==> config.mk <==
export PLATFORM = sky130hd
export DESIGN_NAME = digit_entry
export DESIGN_NICKNAME = d
export VERILOG_FILES = /design/src/rtl/entry_pkg.sv /design/src/rtl/go_strobe_timer.sv /design/src/rtl/digit_entry.sv
export SDC_FILE = /design/constraint.sdc
export NUM_CORES = 1
export LEC_CHECK = 0
export BUFFER_PORTS_ARGS = -buffer_cell sky130_fd_sc_hd__buf_2
export CORE_ASPECT_RATIO = 1.25
export CORE_MARGIN = 1
export CORE_UTILIZATION = 35
export CTS_CLUSTER_DIAMETER = 30
export CTS_CLUSTER_SIZE = 8
export DETAILED_ROUTE_END_ITERATION = 16
export PLACE_DENSITY = 0.55
export SLEW_MARGIN = 20
export SYNTH_ARGS = -nofsm -noshare
export SYNTH_HDL_FRONTEND = slang
export SYNTH_HIERARCHICAL = 1
export SYNTH_SLANG_ARGS = --single-unit
export TNS_END_PERCENT = 10
==> constraint.sdc <==
create_clock -name Clock -period 15.7 [get_ports Clock]
set_input_delay 0 -clock Clock [delete_from_list [all_inputs] [get_ports Clock]]
set_output_delay 0 -clock Clock [all_outputs]
set_load 0.01 [all_outputs]
==> src/rtl/entry_pkg.sv <==
// Shared definitions for the keypad digit-entry front end of the equation solvers.
package entry_pkg;

  localparam logic [3:0]  KEY_MAX_DIGIT = 4'h9;
  localparam logic [3:0]  KEY_ENTER     = 4'hA;
  localparam logic [3:0]  KEY_BKSP      = 4'hB;
  localparam logic [3:0]  KEY_CLEAR     = 4'hC;

  // Largest value that may be submitted; compared at 12 bits against 10*value+k.
  localparam logic [11:0] MAX_VALUE     = 12'd255;

  typedef enum logic [1:0] {
    IDLE    = 2'd0,
    ENTRY   = 2'd1,
    GO_HIGH = 2'd2,
    GAP     = 2'd3
  } state_t;

  typedef enum logic [1:0] {
    PH_IDLE = 2'd0,
    PH_HIGH = 2'd1,
    PH_GAP  = 2'd2
  } phase_t;

  // Binary value of three BCD digits; at most 999, so 10 bits suffice.
  function automatic logic [9:0] digits_value(input logic [3:0] hundreds,
                                              input logic [3:0] tens,
                                              input logic [3:0] ones);
    return ({6'd0, hundreds} * 10'd100) + ({6'd0, tens} * 10'd10) + {6'd0, ones};
  endfunction

endpackage

==> src/rtl/go_strobe_timer.sv <==
// Go handshake timer: a start pulse yields GO_CYCLES cycles of go high, then
// GAP_CYCLES cycles of go low, with a done pulse in the last gap cycle.
// abort returns the timer to idle on the next edge.
module go_strobe_timer #(
  parameter int GO_CYCLES  = 4,
  parameter int GAP_CYCLES = 4
) (
  input  logic Clock,
  input  logic Reset,
  input  logic start,
  input  logic abort,
  output logic go,
  output logic high_done,
  output logic done
);
  import entry_pkg::*;

  localparam logic [15:0] GO_LAST  = 16'(GO_CYCLES - 1);
  localparam logic [15:0] GAP_LAST = 16'(GAP_CYCLES - 1);

  phase_t      phase_r, phase_s;
  logic [15:0] cnt_r, cnt_s;

  // Phase and cycle counter registers.
  always_ff @(posedge Clock) begin
    if (Reset) begin
      phase_r <= PH_IDLE;
      cnt_r   <= 16'd0;
    end else begin
      phase_r <= phase_s;
      cnt_r   <= cnt_s;
    end
  end

  // Advance through high and gap phases, counting cycles in each.
  always_comb begin
    phase_s = phase_r;
    cnt_s   = cnt_r;
    if (abort) begin
      phase_s = PH_IDLE;
      cnt_s   = 16'd0;
    end else begin
      case (phase_r)
        PH_IDLE: begin
          if (start) begin
            phase_s = PH_HIGH;
            cnt_s   = 16'd0;
          end else begin
            phase_s = PH_IDLE;
            cnt_s   = 16'd0;
          end
        end
        PH_HIGH: begin
          if (cnt_r == GO_LAST) begin
            phase_s = PH_GAP;
            cnt_s   = 16'd0;
          end else begin
            cnt_s   = cnt_r + 16'd1;
          end
        end
        PH_GAP: begin
          if (cnt_r == GAP_LAST) begin
            phase_s = PH_IDLE;
            cnt_s   = 16'd0;
          end else begin
            cnt_s   = cnt_r + 16'd1;
          end
        end
        default: begin
          phase_s = PH_IDLE;
          cnt_s   = 16'd0;
        end
      endcase
    end
  end

  assign go        = (phase_r == PH_HIGH);
  assign high_done = (phase_r == PH_HIGH) && (cnt_r == GO_LAST);
  assign done      = (phase_r == PH_GAP) && (cnt_r == GAP_LAST);

endmodule

==> src/rtl/digit_entry.sv <==
// Keypad digit entry: collects up to MAX_DIGITS decimal digits, submits the
// value on Enter as DataIn with one Go high-then-low handshake.
module digit_entry #(
  parameter int GO_CYCLES  = 4,
  parameter int GAP_CYCLES = 4,
  parameter int MAX_DIGITS = 3
) (
  input  logic        Clock,
  input  logic        Reset,
  input  logic        enable,
  input  logic        key_valid,
  input  logic [3:0]  key_code,
  output logic [7:0]  DataIn,
  output logic        Go,
  output logic [7:0]  entry_value,
  output logic [11:0] bcd_digits,
  output logic [1:0]  digit_count,
  output logic        reject,
  output logic        busy
);
  import entry_pkg::*;

  localparam logic [1:0] MAX_COUNT = 2'(MAX_DIGITS);

  state_t      state_r, state_s;
  logic [3:0]  d2_r, d1_r, d0_r;
  logic [3:0]  d2_s, d1_s, d0_s;
  logic [1:0]  count_r, count_s;
  logic [7:0]  value_r;
  logic [7:0]  data_r;
  logic        reject_r, reject_s;
  logic        start_s;
  logic        busy_s;
  logic [11:0] scaled_s;
  logic        digit_ok_s;
  logic        go_s, high_done_s, gap_done_s;

  go_strobe_timer #(
    .GO_CYCLES (GO_CYCLES),
    .GAP_CYCLES(GAP_CYCLES)
  ) u_timer (
    .Clock    (Clock),
    .Reset    (Reset),
    .start    (start_s),
    .abort    (!enable),
    .go       (go_s),
    .high_done(high_done_s),
    .done     (gap_done_s)
  );

  // State register.
  always_ff @(posedge Clock) begin
    if (Reset) begin
      state_r <= IDLE;
    end else begin
      state_r <= state_s;
    end
  end

  // Next state: enable low always forces IDLE; the timer paces GO_HIGH and GAP.
  always_comb begin
    state_s = state_r;
    if (!enable) begin
      state_s = IDLE;
    end else begin
      case (state_r)
        IDLE:    state_s = ENTRY;
        ENTRY:   state_s = start_s ? GO_HIGH : ENTRY;
        GO_HIGH: state_s = high_done_s ? GAP : GO_HIGH;
        GAP:     state_s = gap_done_s ? ENTRY : GAP;
        default: state_s = IDLE;
      endcase
    end
  end

  // State-decoded outputs.
  always_comb begin
    busy_s = 1'b0;
    case (state_r)
      GO_HIGH: busy_s = 1'b1;
      GAP:     busy_s = 1'b1;
      default: busy_s = 1'b0;
    endcase
  end

  // Key handling: digit accept rule, backspace, clear, Enter and refusals.
  always_comb begin
    d2_s       = d2_r;
    d1_s       = d1_r;
    d0_s       = d0_r;
    count_s    = count_r;
    reject_s   = 1'b0;
    start_s    = 1'b0;
    scaled_s   = ({4'd0, value_r} * 12'd10) + {8'd0, key_code};
    digit_ok_s = (count_r < MAX_COUNT) && (scaled_s <= MAX_VALUE);
    if (!enable) begin
      // Dropping enable wins over any key on the same edge.
      d2_s    = 4'd0;
      d1_s    = 4'd0;
      d0_s    = 4'd0;
      count_s = 2'd0;
    end else if (key_valid && (state_r == ENTRY)) begin
      if (key_code <= KEY_MAX_DIGIT) begin
        if (digit_ok_s) begin
          d2_s    = d1_r;
          d1_s    = d0_r;
          d0_s    = key_code;
          count_s = count_r + 2'd1;
        end else begin
          reject_s = 1'b1;
        end
      end else begin
        case (key_code)
          KEY_ENTER: begin
            if (count_r != 2'd0) begin
              start_s = 1'b1;
              d2_s    = 4'd0;
              d1_s    = 4'd0;
              d0_s    = 4'd0;
              count_s = 2'd0;
            end else begin
              reject_s = 1'b1;
            end
          end
          KEY_BKSP: begin
            if (count_r != 2'd0) begin
              d0_s    = d1_r;
              d1_s    = d2_r;
              d2_s    = 4'd0;
              count_s = count_r - 2'd1;
            end else begin
              reject_s = 1'b1;
            end
          end
          KEY_CLEAR: begin
            d2_s    = 4'd0;
            d1_s    = 4'd0;
            d0_s    = 4'd0;
            count_s = 2'd0;
          end
          default: reject_s = 1'b1;
        endcase
      end
    end else if (key_valid && ((state_r == GO_HIGH) || (state_r == GAP))) begin
      reject_s = 1'b1;
    end else begin
      reject_s = 1'b0;
    end
  end

  // Digit, count, live value, reject pulse and submitted value registers.
  always_ff @(posedge Clock) begin
    if (Reset) begin
      d2_r     <= 4'd0;
      d1_r     <= 4'd0;
      d0_r     <= 4'd0;
      count_r  <= 2'd0;
      value_r  <= 8'd0;
      reject_r <= 1'b0;
      data_r   <= 8'd0;
    end else begin
      d2_r     <= d2_s;
      d1_r     <= d1_s;
      d0_r     <= d0_s;
      count_r  <= count_s;
      value_r  <= 8'(digits_value(d2_s, d1_s, d0_s));
      reject_r <= reject_s;
      data_r   <= start_s ? value_r : data_r;
    end
  end

  assign DataIn      = data_r;
  assign Go          = go_s;
  assign entry_value = value_r;
  assign bcd_digits  = {d2_r, d1_r, d0_r};
  assign digit_count = count_r;
  assign reject      = reject_r;
  assign busy        = busy_s;

endmodule

==> impl_metrics.toml <==
[setup_path]
timing.rr.start = "d0_r[0]"
crit_top_cell = "ha_1"
crit_path_top_delay_cell = "a311oi_1"
cp_cell_sequence = "ha_1 > ha_1 > inv_1 > fa_1 > nand2b_1 > a21oi_2 > xnor2_1 > a21boi_4 > nor3_4 > nand2_1 > a311oi_1 > ha_1 > ha_1 > fa_1 > ha_1 > ha_1 > inv_1 > o21bai_1 > a21oi_1 > xnor2_1 > xnor2_1 > xnor2_1 > nor2_1"
critPathCaptureType = "register"
cpPeakStageDelay_ns = 0.65
worst_ep_arrival_time_ns = 5.90
cp_max_fo = 7
cp.required_ns = 15.87
crit_end = "entry_value[7]"
r2r-end = "entry_value[7]"
crit_path_start_kind = "register"
crit_path_start = "d0_r[0]"
critPathKind = "reg -> reg"
reg2reg_depth = 23
worst-r2r-setup-slack_ns = 9.97

[pwr]
ir_drop_mv = 0.0358
p_per_area_nw_per_um2 = 68.6
total_leakage_power_nw = 1.62

[floorplan]
ios = 41
dieArea_um2 = 10100
dieHeight_um = 112
start_util_pct = 36.5
design.core.area_um2 = 9270
num_rows = 39
die_x_um = 90.0

[clocking]
clock_sinks = 50
cts_buffers = 5
cts_buffer_depth = 2
htreeDepth = 2
cts_tree = "done"
cts_root_buf = "clkbuf_16"
cts_resized = 0
clkTransAtPathRegs_ns = 0.07
clkLatencyLatePin_ns = 0.30

[layout]
diodes = 0
final_util_pct = 41.5
multi_input_area_um2 = 2260
nFillCells = 966
area_growth_pct = 13.6
seq_area_um2 = 1000
final_nets = 477
fin_cells = 550
stdcell_area_um2 = 3850
drive_above_1_share_pct = 17.1
final_cell_mix = "dfxtp_1, nor2_1, buf_2, nand2_1, ha_1"
layout_commonest_cell = "dfxtp_1"

[placed_design]
placed_area_um2 = 3680
place.gp.congestion = 0.828
numPortBuffers = 40
dpl.hpwl_um = 6520
place_inst = 541
pre_cts_ws_ns = 9.99

[synthesis]
yosysTopAreaCell = "dfxtp_1"
synthAdderAreaFrac_pct = 17.2
yosys_warnings = 6
synthFlopType = "dfxtp_1"
synthSimpleGateAreaFrac_pct = 25.4
synth_seq_cells = 50
syn_avg_cell_area_um2 = 8.69
synth_edf_count = 0
synth.mux.area_fraction_pct = 0.923
netlist.area_leader.share_pct = 29.5
syn_inst = 390
synth.area.top_cells = "dfxtp_1, ha_1, xnor2_1"
synthDistinctLibCells = 66
synth_compound_area_share_pct = 16.8
synth_top_family_by_area = "simple AND/OR/NAND/NOR gates"
async_flop_share_pct = 0
yosysSeqAreaShare_pct = 29.5
synthesis.nets = 441
syn_area_um2 = 3390
synth-xor-area-share_pct = 6.46

[sta]
rsz0062_at_grt = "no"
slew_viol_final = 0
layout_setup_ws_ns = 9.97
tns_ns = 0
fin_skew_ns = 0.0112
max_slew_margin_pct = 50.5
setup_viol = 0
period_minus_slack_ns = 5.73
finalHoldViolCount = 0
worst_slew_pin_slew_ns = 0.735
max_freq_ghz = 0.174
post-route-period-util_pct = 36.5

[detailed_routing]
drtAntennaViolNets = 0
vias = 2864
wirelength_um = 8340
viasPerCell = 5.21
drc = 0
wire_per_inst_um = 15.2
initialDrtViolationCount = 155
firstDrtPassIters = 5

[min_path]
hp-class = "in -> reg"
holdPathStages = 3

[outcome]
status = "complete, no violations"

[grt]
grt_pass1_vias = 2783
gr-usage-all-layers_pct = 17.3
gr-total-overflow = 0
grt_pass1_wl_um = 14100
antenna_found_initial = 0
grt_max_degree = 26

[job]
max_cap_violations = 0
[per-layer routing]
layer  global-route usage [%]  vias to the layer above  share of wire [%]
met5                        0                        -                  0
met2                     31.5                       58                 52
li1                         -                     1451                  -
met3                     2.53                       12                2.6
met4                     5.70                        0                2.0
met1                     20.6                     1343                 43
[per-stage QoR]
step	power (mW)	hold slack [ns]
finish	0.264	0.124
CTS	0.268	0.115
global route	0.276	0.155
global placement	0.154	0.304
detailed placement	0.154	0.296
floorplan	0.147	0.146
[cell families after synthesis]
| kind of cell | count (synthesis) |
|---|---|
| fa+ha+maj | 43 |
| xor+xnor | 25 |
| flops | 50 |
| compound gates | 81 |
| buf+inv | 30 |
| simple gates | 158 |
| mux | 3 |
[cells in the mapped netlist, drive strengths merged, types with 3 or more instances]
cell,n
and2b,3
ha,37
fa,6
nand2,38
nand2b,6
buf,5
dfxtp,50
nand4,7
and2,3
nand4b,3
and3,3
nor4,8
clkbuf,7
a21o,4
o211ai,3
xor2,4
nor2b,6
a21oi,29
nor3,11
a21boi,4
nand3,11
a211oi,4
o21a,4
a311oi,4
nor2,51
xnor2,21
inv,17
o21ai,13
[final cells by class]
cell class,instances,share of cell area (%)
Timing Repair Buffer,41,5.46
Inverter,18,1.76
Clock buffer,5,3.25
Clock inverter,3,0.748
Tap cell,123,4.00
Sequential cell,50,26.0
Multi-Input combinational cell,310,58.8
[power by group]
group          switching (mW)  leakage [nW]  total (mW)  internal (mW)
sequential            0.00149         0.403       0.129          0.128
combinational          0.0143          1.14      0.0220        0.00771
clock                  0.0518        0.0759       0.113         0.0608
total                  0.0676          1.62       0.264          0.196
[state kept, by name (all words and copies together), names as in the netlist]
name             cells
d0_r                 4
d1_r                 4
DataIn               8
d2_r                 4
state_r              2
digit_count          2
entry_value          7
u_timer/phase_r      2
reject               1
u_timer/cnt_r       16
[critical path, delay by kind of cell (launching register included)]
family | cells | cell delay, ns
XOR/XNOR | 4 | 0.73
buffers and inverters | 2 | 0.15
flip-flops | 1 | 0.53
AND/OR/NAND/NOR | 4 | 0.66
AO/OA/AOI/OAI | 5 | 1.27
adder cells (fa/ha/maj) | 8 | 2.27
[worst min path at each step]
stage                     start      end  slack [ns]
floorplan             key_valid   reject        0.15
global placement      key_valid   reject        0.30
detailed placement    key_valid   reject        0.30
CTS                      enable  d0_r[3]        0.12
global route             enable  d0_r[3]        0.15
finish              key_code[0]  d0_r[0]        0.12
[what timing repair did]
| item | in CTS | in global routing |
|---|---|---|
| setup buffers | 0 | 0 |
| hold buffers | 1 | 0 |
| endpoints found under the hold margin | 1 | 0 |
(Power assumes the default switching activity.)
